## config.mk

```make
export PLATFORM = sky130hd
export DESIGN_NAME = wb_select_stage
export DESIGN_NICKNAME = d
export VERILOG_FILES = /design/src/rtl/wb_pkg.sv /design/src/rtl/wb_extract.sv /design/src/rtl/wb_select_stage.sv
export SDC_FILE = /design/constraint.sdc
export NUM_CORES = 1
export LEC_CHECK = 0
export CORE_AREA = 3 3 108 110
export CTS_BUF_LIST = sky130_fd_sc_hd__clkbuf_2
export DETAILED_ROUTE_END_ITERATION = 8
export DIE_AREA = 0 0 111 113
export HOLD_SLACK_MARGIN = 0.12
export PLACE_DENSITY = 0.93
export SLEW_MARGIN = 0
export SYNTH_ARGS = -nofsm -noshare
export SYNTH_HDL_FRONTEND = slang
export SYNTH_SLANG_ARGS = --single-unit
```

## constraint.sdc

```tcl
create_clock -name clk -period 4.77 [get_ports clk]
set_clock_uncertainty 0.15 [all_clocks]
set_input_delay 0.954 -clock clk [delete_from_list [all_inputs] [get_ports clk]]
set_output_delay 0.954 -clock clk [all_outputs]
set_load 0.02 [all_outputs]
```

## src/rtl/wb_pkg.sv

```systemverilog
// Shared writeback-select types: mode encoding, link offset and default-width entry layout.
// Latency: n/a (types and constants only).
// Backpressure: n/a.
package wb_pkg;

    typedef enum logic [2:0] {
        MODE_ALU  = 3'd0,
        MODE_MEM  = 3'd1,
        MODE_LUI  = 3'd2,
        MODE_LB   = 3'd3,
        MODE_LBU  = 3'd4,
        MODE_LH   = 3'd5,
        MODE_LHU  = 3'd6,
        MODE_LINK = 3'd7
    } wb_mode_t;

    // Return address for link instructions is PC plus two instruction slots.
    localparam int LINK_OFFSET = 8;

    localparam int WB_DATA_W  = 32;
    localparam int WB_RADDR_W = 5;

    // Buffered writeback entry at the default widths. Parametrised users
    // declare a same-shaped struct with their own widths.
    typedef struct packed {
        logic                  we;
        logic [WB_RADDR_W-1:0] rd;
        logic [WB_DATA_W-1:0]  data;
        logic                  misalign;
    } wb_entry_t;

endpackage

```

## src/rtl/wb_extract.sv

```systemverilog
// Combinational writeback-value decode: mode/offset select, sub-word extension, link address.
// Latency: 0 cycles (pure combinational).
// Backpressure: none; the caller decides when the result is captured.
// Ports: i_mode/i_rd/i_imm/i_alu/i_mem/i_pc/i_off in; o_we/o_data/o_misalign out.
module wb_extract
    import wb_pkg::*;
#(
    parameter  int DATA_W  = 32,
    parameter  int IMM_W   = 16,
    parameter  int RADDR_W = 5,
    localparam int OFF_W   = $clog2(DATA_W/8)
) (
    input  logic [2:0]         i_mode,
    input  logic [RADDR_W-1:0] i_rd,
    input  logic [IMM_W-1:0]   i_imm,
    input  logic [DATA_W-1:0]  i_alu,
    input  logic [DATA_W-1:0]  i_mem,
    input  logic [DATA_W-1:0]  i_pc,
    input  logic [OFF_W-1:0]   i_off,
    output logic               o_we,
    output logic [DATA_W-1:0]  o_data,
    output logic               o_misalign
);

    wb_mode_t   w_mode;
    logic [7:0]  w_byte;
    logic [15:0] w_half;
    logic        w_mis;

    assign w_mode = wb_mode_t'(i_mode);

    // Little-endian lanes: shifting right by 8*off puts the addressed lane at bit 0.
    assign w_byte = 8'(i_mem >> {i_off, 3'b000});
    assign w_half = 16'(i_mem >> {i_off, 3'b000});

    assign w_mis = ((w_mode == MODE_LH) || (w_mode == MODE_LHU)) && i_off[0];

    always_comb begin
        o_data = i_alu;
        case (w_mode)
            MODE_ALU:  o_data = i_alu;
            MODE_MEM:  o_data = i_mem;
            MODE_LUI:  o_data = {i_imm, {(DATA_W-IMM_W){1'b0}}};
            MODE_LB:   o_data = {{(DATA_W-8){w_byte[7]}}, w_byte};
            MODE_LBU:  o_data = {{(DATA_W-8){1'b0}}, w_byte};
            MODE_LH:   o_data = w_mis ? '0 : {{(DATA_W-16){w_half[15]}}, w_half};
            MODE_LHU:  o_data = w_mis ? '0 : {{(DATA_W-16){1'b0}}, w_half};
            MODE_LINK: o_data = i_pc + DATA_W'(LINK_OFFSET);
            default:   o_data = i_alu;
        endcase
    end

    // x0 writes are suppressed but the value is still presented downstream.
    assign o_we       = (i_rd != '0) && !w_mis;
    assign o_misalign = w_mis;

endmodule

```

## src/rtl/wb_select_stage.sv

```systemverilog
// Registered writeback select into a 2-entry skid FIFO between MEM/WB and the register file.
// Latency: 1 cycle from accepted input to out_valid.
// Backpressure: out_ready low holds the head; in_ready (registered) drops when both entries are full.
// Ports: clk, reset_n; upstream in_valid/in_ready + in_mode/rd/imm/alu/mem/pc/off;
//        downstream out_valid/out_ready + out_we/rd/data/misalign.
module wb_select_stage
    import wb_pkg::*;
#(
    parameter  int DATA_W  = 32,
    parameter  int IMM_W   = 16,
    parameter  int RADDR_W = 5,
    localparam int OFF_W   = $clog2(DATA_W/8)
) (
    input  logic               clk,
    input  logic               reset_n,
    input  logic               in_valid,
    output logic               in_ready,
    input  logic [2:0]         in_mode,
    input  logic [RADDR_W-1:0] in_rd,
    input  logic [IMM_W-1:0]   in_imm,
    input  logic [DATA_W-1:0]  in_alu,
    input  logic [DATA_W-1:0]  in_mem,
    input  logic [DATA_W-1:0]  in_pc,
    input  logic [OFF_W-1:0]   in_off,
    output logic               out_valid,
    input  logic               out_ready,
    output logic               out_we,
    output logic [RADDR_W-1:0] out_rd,
    output logic [DATA_W-1:0]  out_data,
    output logic               out_misalign
);

    typedef struct packed {
        logic               we;
        logic [RADDR_W-1:0] rd;
        logic [DATA_W-1:0]  data;
        logic               misalign;
    } entry_t;

    entry_t     r_buf [2];
    logic       r_head;
    logic [1:0] r_count;
    logic       r_in_ready;

    entry_t     w_new;
    logic       w_push;
    logic       w_pop;
    logic       w_tail;
    logic [1:0] w_count_nxt;

    wb_extract #(
        .DATA_W  (DATA_W),
        .IMM_W   (IMM_W),
        .RADDR_W (RADDR_W)
    ) u_extract (
        .i_mode     (in_mode),
        .i_rd       (in_rd),
        .i_imm      (in_imm),
        .i_alu      (in_alu),
        .i_mem      (in_mem),
        .i_pc       (in_pc),
        .i_off      (in_off),
        .o_we       (w_new.we),
        .o_data     (w_new.data),
        .o_misalign (w_new.misalign)
    );

    assign w_new.rd = in_rd;

    assign w_push = in_valid && r_in_ready;
    assign w_pop  = (r_count != 2'd0) && out_ready;
    // Tail slot: same as head when empty, the other slot when one entry is held.
    assign w_tail = r_head ^ r_count[0];

    always_comb begin
        w_count_nxt = r_count;
        if (w_push && !w_pop) begin
            w_count_nxt = r_count + 2'd1;
        end else if (!w_push && w_pop) begin
            w_count_nxt = r_count - 2'd1;
        end
    end

    always_ff @(posedge clk or negedge reset_n) begin
        if (!reset_n) begin
            r_buf[0]   <= '0;
            r_buf[1]   <= '0;
            r_head     <= 1'b0;
            r_count    <= 2'd0;
            r_in_ready <= 1'b1;
        end else begin
            if (w_push) begin
                r_buf[w_tail] <= w_new;
            end
            if (w_pop) begin
                r_head <= ~r_head;
            end
            r_count    <= w_count_nxt;
            // Registered so upstream never sees a combinational path from out_ready.
            r_in_ready <= (w_count_nxt != 2'd2);
        end
    end

    assign in_ready     = r_in_ready;
    assign out_valid    = (r_count != 2'd0);
    assign out_we       = out_valid && r_buf[r_head].we;
    assign out_rd       = r_buf[r_head].rd;
    assign out_data     = r_buf[r_head].data;
    assign out_misalign = r_buf[r_head].misalign;

endmodule

```

==> impl_metrics.ini, run 1 <==
[run_status]
outcome = complete, no violations

[setup_path]
cpPeakStageDelay_ps = 1120
path_class = reg -> out
end_kind = output pin
cp.required_ps = 3670
crit_path_top_delay_cell = dfrtp_2
path_max_fanout = 42
crit_path_start_kind = flip-flop
path_cells = mux2_2 -> clkdlybuf4s50_1
critPathArrivalTime_ps = 2710

[yosys]
synth_nets = 795
syn-cell-area_sq_um = 5650
synth_compound_area_share_pct = 21.46
ys_ff_latch = 82
synth_top_area_share_pct = 35.87
synth.distinct_cells = 57
synth.most_common_cell = nand2_1
synth_edf_count = 0
syn_inst = 667
synth-xor-area-share_pct = 2.790
synth_area_leaders = dfrtp_1 36%, nand2_1 7.9%, mux2_2 7.8%
syn_area_per_cell_sq_um = 8.471
ys.flop_type = dfrtp_1
netlist_top_cells_count = 119 x nand2_1, 81 x dfrtp_1, 58 x nor2_1
synth_fa_ha_area_share_pct = 0.6200
yosysTopAreaCell = dfrtp_1
ys.warnings.count = 0
synth-async-reset-ratio_pct = 100.0
synthSimpleGateAreaFrac_pct = 23.56
synth_seq_area_share_pct = 36.34
synth_top_family_by_area = simple AND/OR/NAND/NOR gates
synth_mux_area_share_pct = 11.14

[final_layout]
final_nets = 936
multi_input_area_sq_um = 3376
area_growth_pct = 32.73
fillers = 855
seqCellArea_sq_um = 2054
drive_gt1_share_pct = 10.70
fin_cells = 954

[routing]
drc_errors = 0
drt_first_iter_violations = 842
vias_per_cell = 6.258
vias = 5970
post_drt_wl_per_cell_um = 20.63
ant_nets = 0
routed_wl_um = 19690
dr.pass1.iters = 5

[cts]
cts_tree = done
clk_latency_ps = 560
cts_setup_buffers = 0
holdBufCountCts = 0
cts_resized = 0
cts_sinks = 82
clkSlewWorstSetupHoldPaths_ps = 240
clockBufferDepth = 2
cts-buffers-inserted = 9
cts_root_buf = clkbuf_2
cts_max_level = 3

[power_and_ir_drop]
power.total_mw = 3.763
peakVddDrop_mv = 0.5117
clock_power_share_pct = 9.7
p_per_area_nw_per_um2 = 501.8
internal_power_mw = 2.137
p_leak_nw = 3.021
p_sw_mw = 1.626
seqPwrFrac_pct = 33.2
power_frac_comb_pct = 57.2
p_sw_share_pct = 43.22

[placement]
io_buffers = 166
dp_cells = 937
finalWeightedCongestion = 0.9721
dpl.hpwl_um = 15220

[timing]
final_max_slew_viol_count = 0
tns_ps = 0
tightest_slew_ps = 1047
period_share_pct = 79.86
rsz0062_at_grt = no
timing.final.hold_violations = 0
relSlewSlack_pct = 30.17
hold_slack_ps = 347.8
setup_violations = 0
finalCriticalPeriod_ps = 3809
fmaxAchievable_mhz = 262.5

[die]
rows = 38
coreArea_sq_um = 10790
die_w_um = 111
io_pins = 167
initial_core_util_pct = 52.35
die_area_sq_um = 12540
fp.dieH_um = 113

[global_routing]
grt_start_max_net_pins = 83
grt_usage_pct = 31.24
antenna_found_initial = 1
grt_overflow_total = 0
grt_pass1_vias = 6072
grt_pass1_wl_um = 31560

[flow_run]
maxCapViolCount = 0

[worst_hold_path]
hold_path_class = reg -> reg
## cell usage in the layout (no fill, tap or decap), drive strengths merged, types with 3 or more instances in the layout
cell type,Yosys,final
o21ai,52,52
a31oi,7,7
inv,9,9
nand2,119,119
clkdlybuf4s50,0,165
nor4,7,7
nor2b,3,3
a222oi,5,5
nand3,21,21
buf,13,13
o211a,3,3
nor2,58,58
o21a,5,5
xor2,8,8
o31a,3,3
a211oi,7,7
and3,6,6
nand4,10,10
a21boi,5,5
mux2,39,39
nand2b,16,16
a22oi,17,17
clkbuf,35,10
or3,3,3
clkinv,0,4
a22o,6,6
dfrtp,81,81
nor3,18,18
or4,6,6
a21oi,15,15
xnor2,10,10
and4,5,5
o31ai,45,45
mux4,8,8
## worst max-delay path: cells and delay by family, from the launching register on
kind                   cells  cell delay, ps
DFF                        1            1120
buffers and inverters      1             550
muxes                      1             450
## worst paths after layout
kind | from | end | slack (ps) | cells past startpoint
max in group asynchronous | reset_n | r_buf[18] | 3420 | 1
hold reg to reg | r_buf[18] | r_buf[18] | 350 | 2
hold / removal | r_buf[18] | r_buf[18] | 350 | 2
setup reg to reg | r_head | r_buf[8] | 1870 | 4
setup / recovery | r_head | out_data[26] | 960 | 2
min in group asynchronous | reset_n | r_buf[73] | 390 | 1
## registers in the layout, summed over array words and instances (netlist names)
signal / count
in_ready: 1
r_buf: 78
r_count: 2
r_head: 1
## final cells by class
cell class | count | area share (%)
Multi-Input combinational cell | 528 | 45.01
Sequential cell | 82 | 27.39
Timing Repair Buffer | 178 | 23.32
Tap cell | 140 | 2.336
Clock inverter | 6 | 0.7841
Clock buffer | 10 | 0.6673
Inverter | 9 | 0.4505
Antenna cell | 1 | 0.03337
## power groups by stage
stage	combinational, mW	clock (mW)	sequential (mW)
final	2.15	0.364	1.25
after global routing	2.32	0.393	1.29
after CTS	2.15	0.365	1.24
after detailed placement	2.14	0	1.26
after global placement	2.07	0	1.23
after floorplan	1.37	0	1.14
## routing by layer
layer / GRT usage, % / part of all wire [%] / routed length, um / up-vias
li1: - / - / - / 2727
met4: 10.67 / 2.7 / 527 / 0
met3: 4.064 / 8.2 / 1622 / 49
met5: 0 / 0 / 0 / -
met1: 41.76 / 41 / 7984 / 2873
met2: 52.79 / 49 / 9551 / 321
## metrics by stage
| stage | setup slack, ps | utilization [%] | cell area [sq um] |
|---|---|---|---|
| 2_1_floorplan | 2108 | - | 5650 |
| 6_report | 960.7 | 69.49 | 7500 |
| 3_5_place_dp | 967.2 | 68.46 | 7388 |
| 3_3_place_gp | 1025 | 68.46 | 7388 |
| 5_1_grt | 872.1 | 69.49 | 7500 |
| 4_1_cts | 969.2 | 69.46 | 7497 |
## cell families (layout without fill, tap and decap cells)
logic type,after synthesis,after routing
muxes,48,48
adders and majority gates,3,3
AOI/OAI and AO/OA,178,178
buffers and inverters,57,203
xor gates and xnor gates,18,18
and+or+nand+nor,281,281
other,0,1
DFF,82,82
Note: power is estimated with default switching activity, not from simulation.
==> inputs of run 2 (changes only) <==
CORE_AREA = 3 3 117 119   (was 3 3 108 110)
DIE_AREA = 0 0 120 122   (was 0 0 111 113)
PLACE_DENSITY = 0.84   (was 0.93)
clock period = 3.3 ns   (was 4.77 ns; I/O delays follow)
==> run 2 against run 1 <==
Global-route usage down 5.4 points. Sequential cell count unchanged. Routed wire length down 3.7%. Worst hold slack worse by 220 ps. Clock power up 36%. Non-clock buffer count up 26. Sequential share of layout area down 0.85 points. Via count up 0.34%. First-iteration DRC count down 39%. Critical path type unchanged. Critical endpoint is now out_data[31]. Largest cell class unchanged.
==> impl_metrics.ini, run 2 (synthesis gave the netlist of run 1 again) <==
[run_status]
outcome = complete, no violations

[final_layout]
largest_register_ffs = 78
largestRegisters = r_buf x78, r_count x2
multi_input_area_sq_um = 3376
fin_util_pct = 61.16
fillers = 1088
top_register = r_buf
area_growth_pct = 37.16
drive_gt1_share_pct = 13.25
layout_commonest_cell = clkdlybuf4s50_1
final_nets = 962
design_area_sq_um = 7750
fin_cells = 1011
layout_common_cells = 165 x clkdlybuf4s50_1, 119 x nand2_1, 80 x dfrtp_1
seqCellArea_sq_um = 2057

[setup_path]
r2r_end = r_buf[71]
crit_path_start_kind = flip-flop
r2r_slack_ps = 690
critPathArrivalTime_ps = 2330
path_max_fanout = 30
r2r-start = r_head
cp.required_ps = 2490
path_class = reg -> out
end_kind = output pin
ff2ff_path_depth = 7
startpoint = r_head

[global_routing]
grt_start_max_net_pins = 83
grt_usage_pct = 25.86
grt_pass1_wl_um = 30130
grt_overflow_total = 0
grt_pass1_vias = 5782
antenna_found_initial = 1

[timing]
period_share_pct = 95.12
fmaxAchievable_mhz = 318.6
timing.final.hold_violations = 0
relSlewSlack_pct = 31.49
tightest_slew_ps = 1028
setup_violations = 0
final_max_slew_viol_count = 0
finalCriticalPeriod_ps = 3139
hold_slack_ps = 130.1
tns_ps = 0
rsz0062_at_grt = no
fin_ws_ps = 161.1

[cts]
clk_latency_ps = 510
cts-buffers-inserted = 9
cts_tree = done
clockBufferDepth = 2
holdBufCountCts = 0
cts_sinks = 82
clkSlewWorstSetupHoldPaths_ps = 220
cts_root_buf = clkbuf_2
cts_setup_buffers = 0
cts_max_level = 3

[routing]
vias = 5990
dr.pass1.iters = 6
vias_per_cell = 5.925
post_drt_wl_per_cell_um = 18.75
drt_first_iter_violations = 514
routed_wl_um = 18960
ant_nets = 0
drc_errors = 0

[power_and_ir_drop]
seqPwrFrac_pct = 31.5
power.total_mw = 5.466
p_sw_share_pct = 42.44
power_frac_comb_pct = 59.5
p_sw_mw = 2.320
clock_power_share_pct = 9.0
p_per_area_nw_per_um2 = 705.3
p_leak_nw = 3.148
peakVddDrop_mv = 0.2729
internal_power_mw = 3.146

[flow_run]
maxCapViolCount = 0

[worst_hold_path]
hold_path_class = in -> async

[placement]
io_buffers = 166
dpl.hpwl_um = 14790
pre_cts_ws_ps = 92.75
dp_cells = 995
placedInstanceArea_sq_um = 7649
finalWeightedCongestion = 1.002

[die]
coreArea_sq_um = 12670
die_area_sq_um = 14640
io_pins = 167
rows = 41
die_w_um = 120
initial_core_util_pct = 44.59
fp.dieH_um = 122
[run 2: worst max-delay path by stage]
stage / end / cells after the start
floorplan: r_buf[69] / 7
global placement: r_buf[61] / 9
detailed placement: r_buf[22] / 9
CTS: out_data[31] / 3
global route: out_data[31] / 3
finish: out_data[31] / 3
[run 2: power by group through the flow]
stage	registers (mW)	logic, mW	clock network [mW]
floorplan	1.64	1.98	0
global placement	1.71	3.19	0
detailed placement	1.74	3.23	0
CTS	1.71	3.25	0.496
global route	1.77	3.51	0.539
finish	1.72	3.25	0.494
[run 2: routing by layer]
metal  part of all wire (%)  vias to the layer above  wire length [um]  GRT usage (%)
li1                       -                     2785                 -              -
met1                     42                     2825              7950          34.91
met2                     46                      334              8756          41.03
met3                    8.6                       46              1630          4.921
met4                    3.3                        0               617          10.59
met5                      0                        -                 0              0
[run 2: critical path, stage by stage, from the launching register on]
cell             delay (ps)
dfrtp_4                 610
buf_12                  250
mux2_2                  390
clkdlybuf4s50_1         550
[run 2: timing repair]
item,in CTS,in global routing
hold endpoints to repair,0,0
endpoints found under the setup margin,0,1
resized for setup,0,1
[run 2: final cells by class]
type | count | area share [%]
antenna | 1 | 0.03229
clock buffer | 10 | 0.6458
clock inverter | 5 | 0.5974
inverter | 9 | 0.4359
multi-input combinational | 528 | 43.56
sequential | 82 | 26.54
tap | 172 | 2.777
timing repair buffer | 204 | 25.41
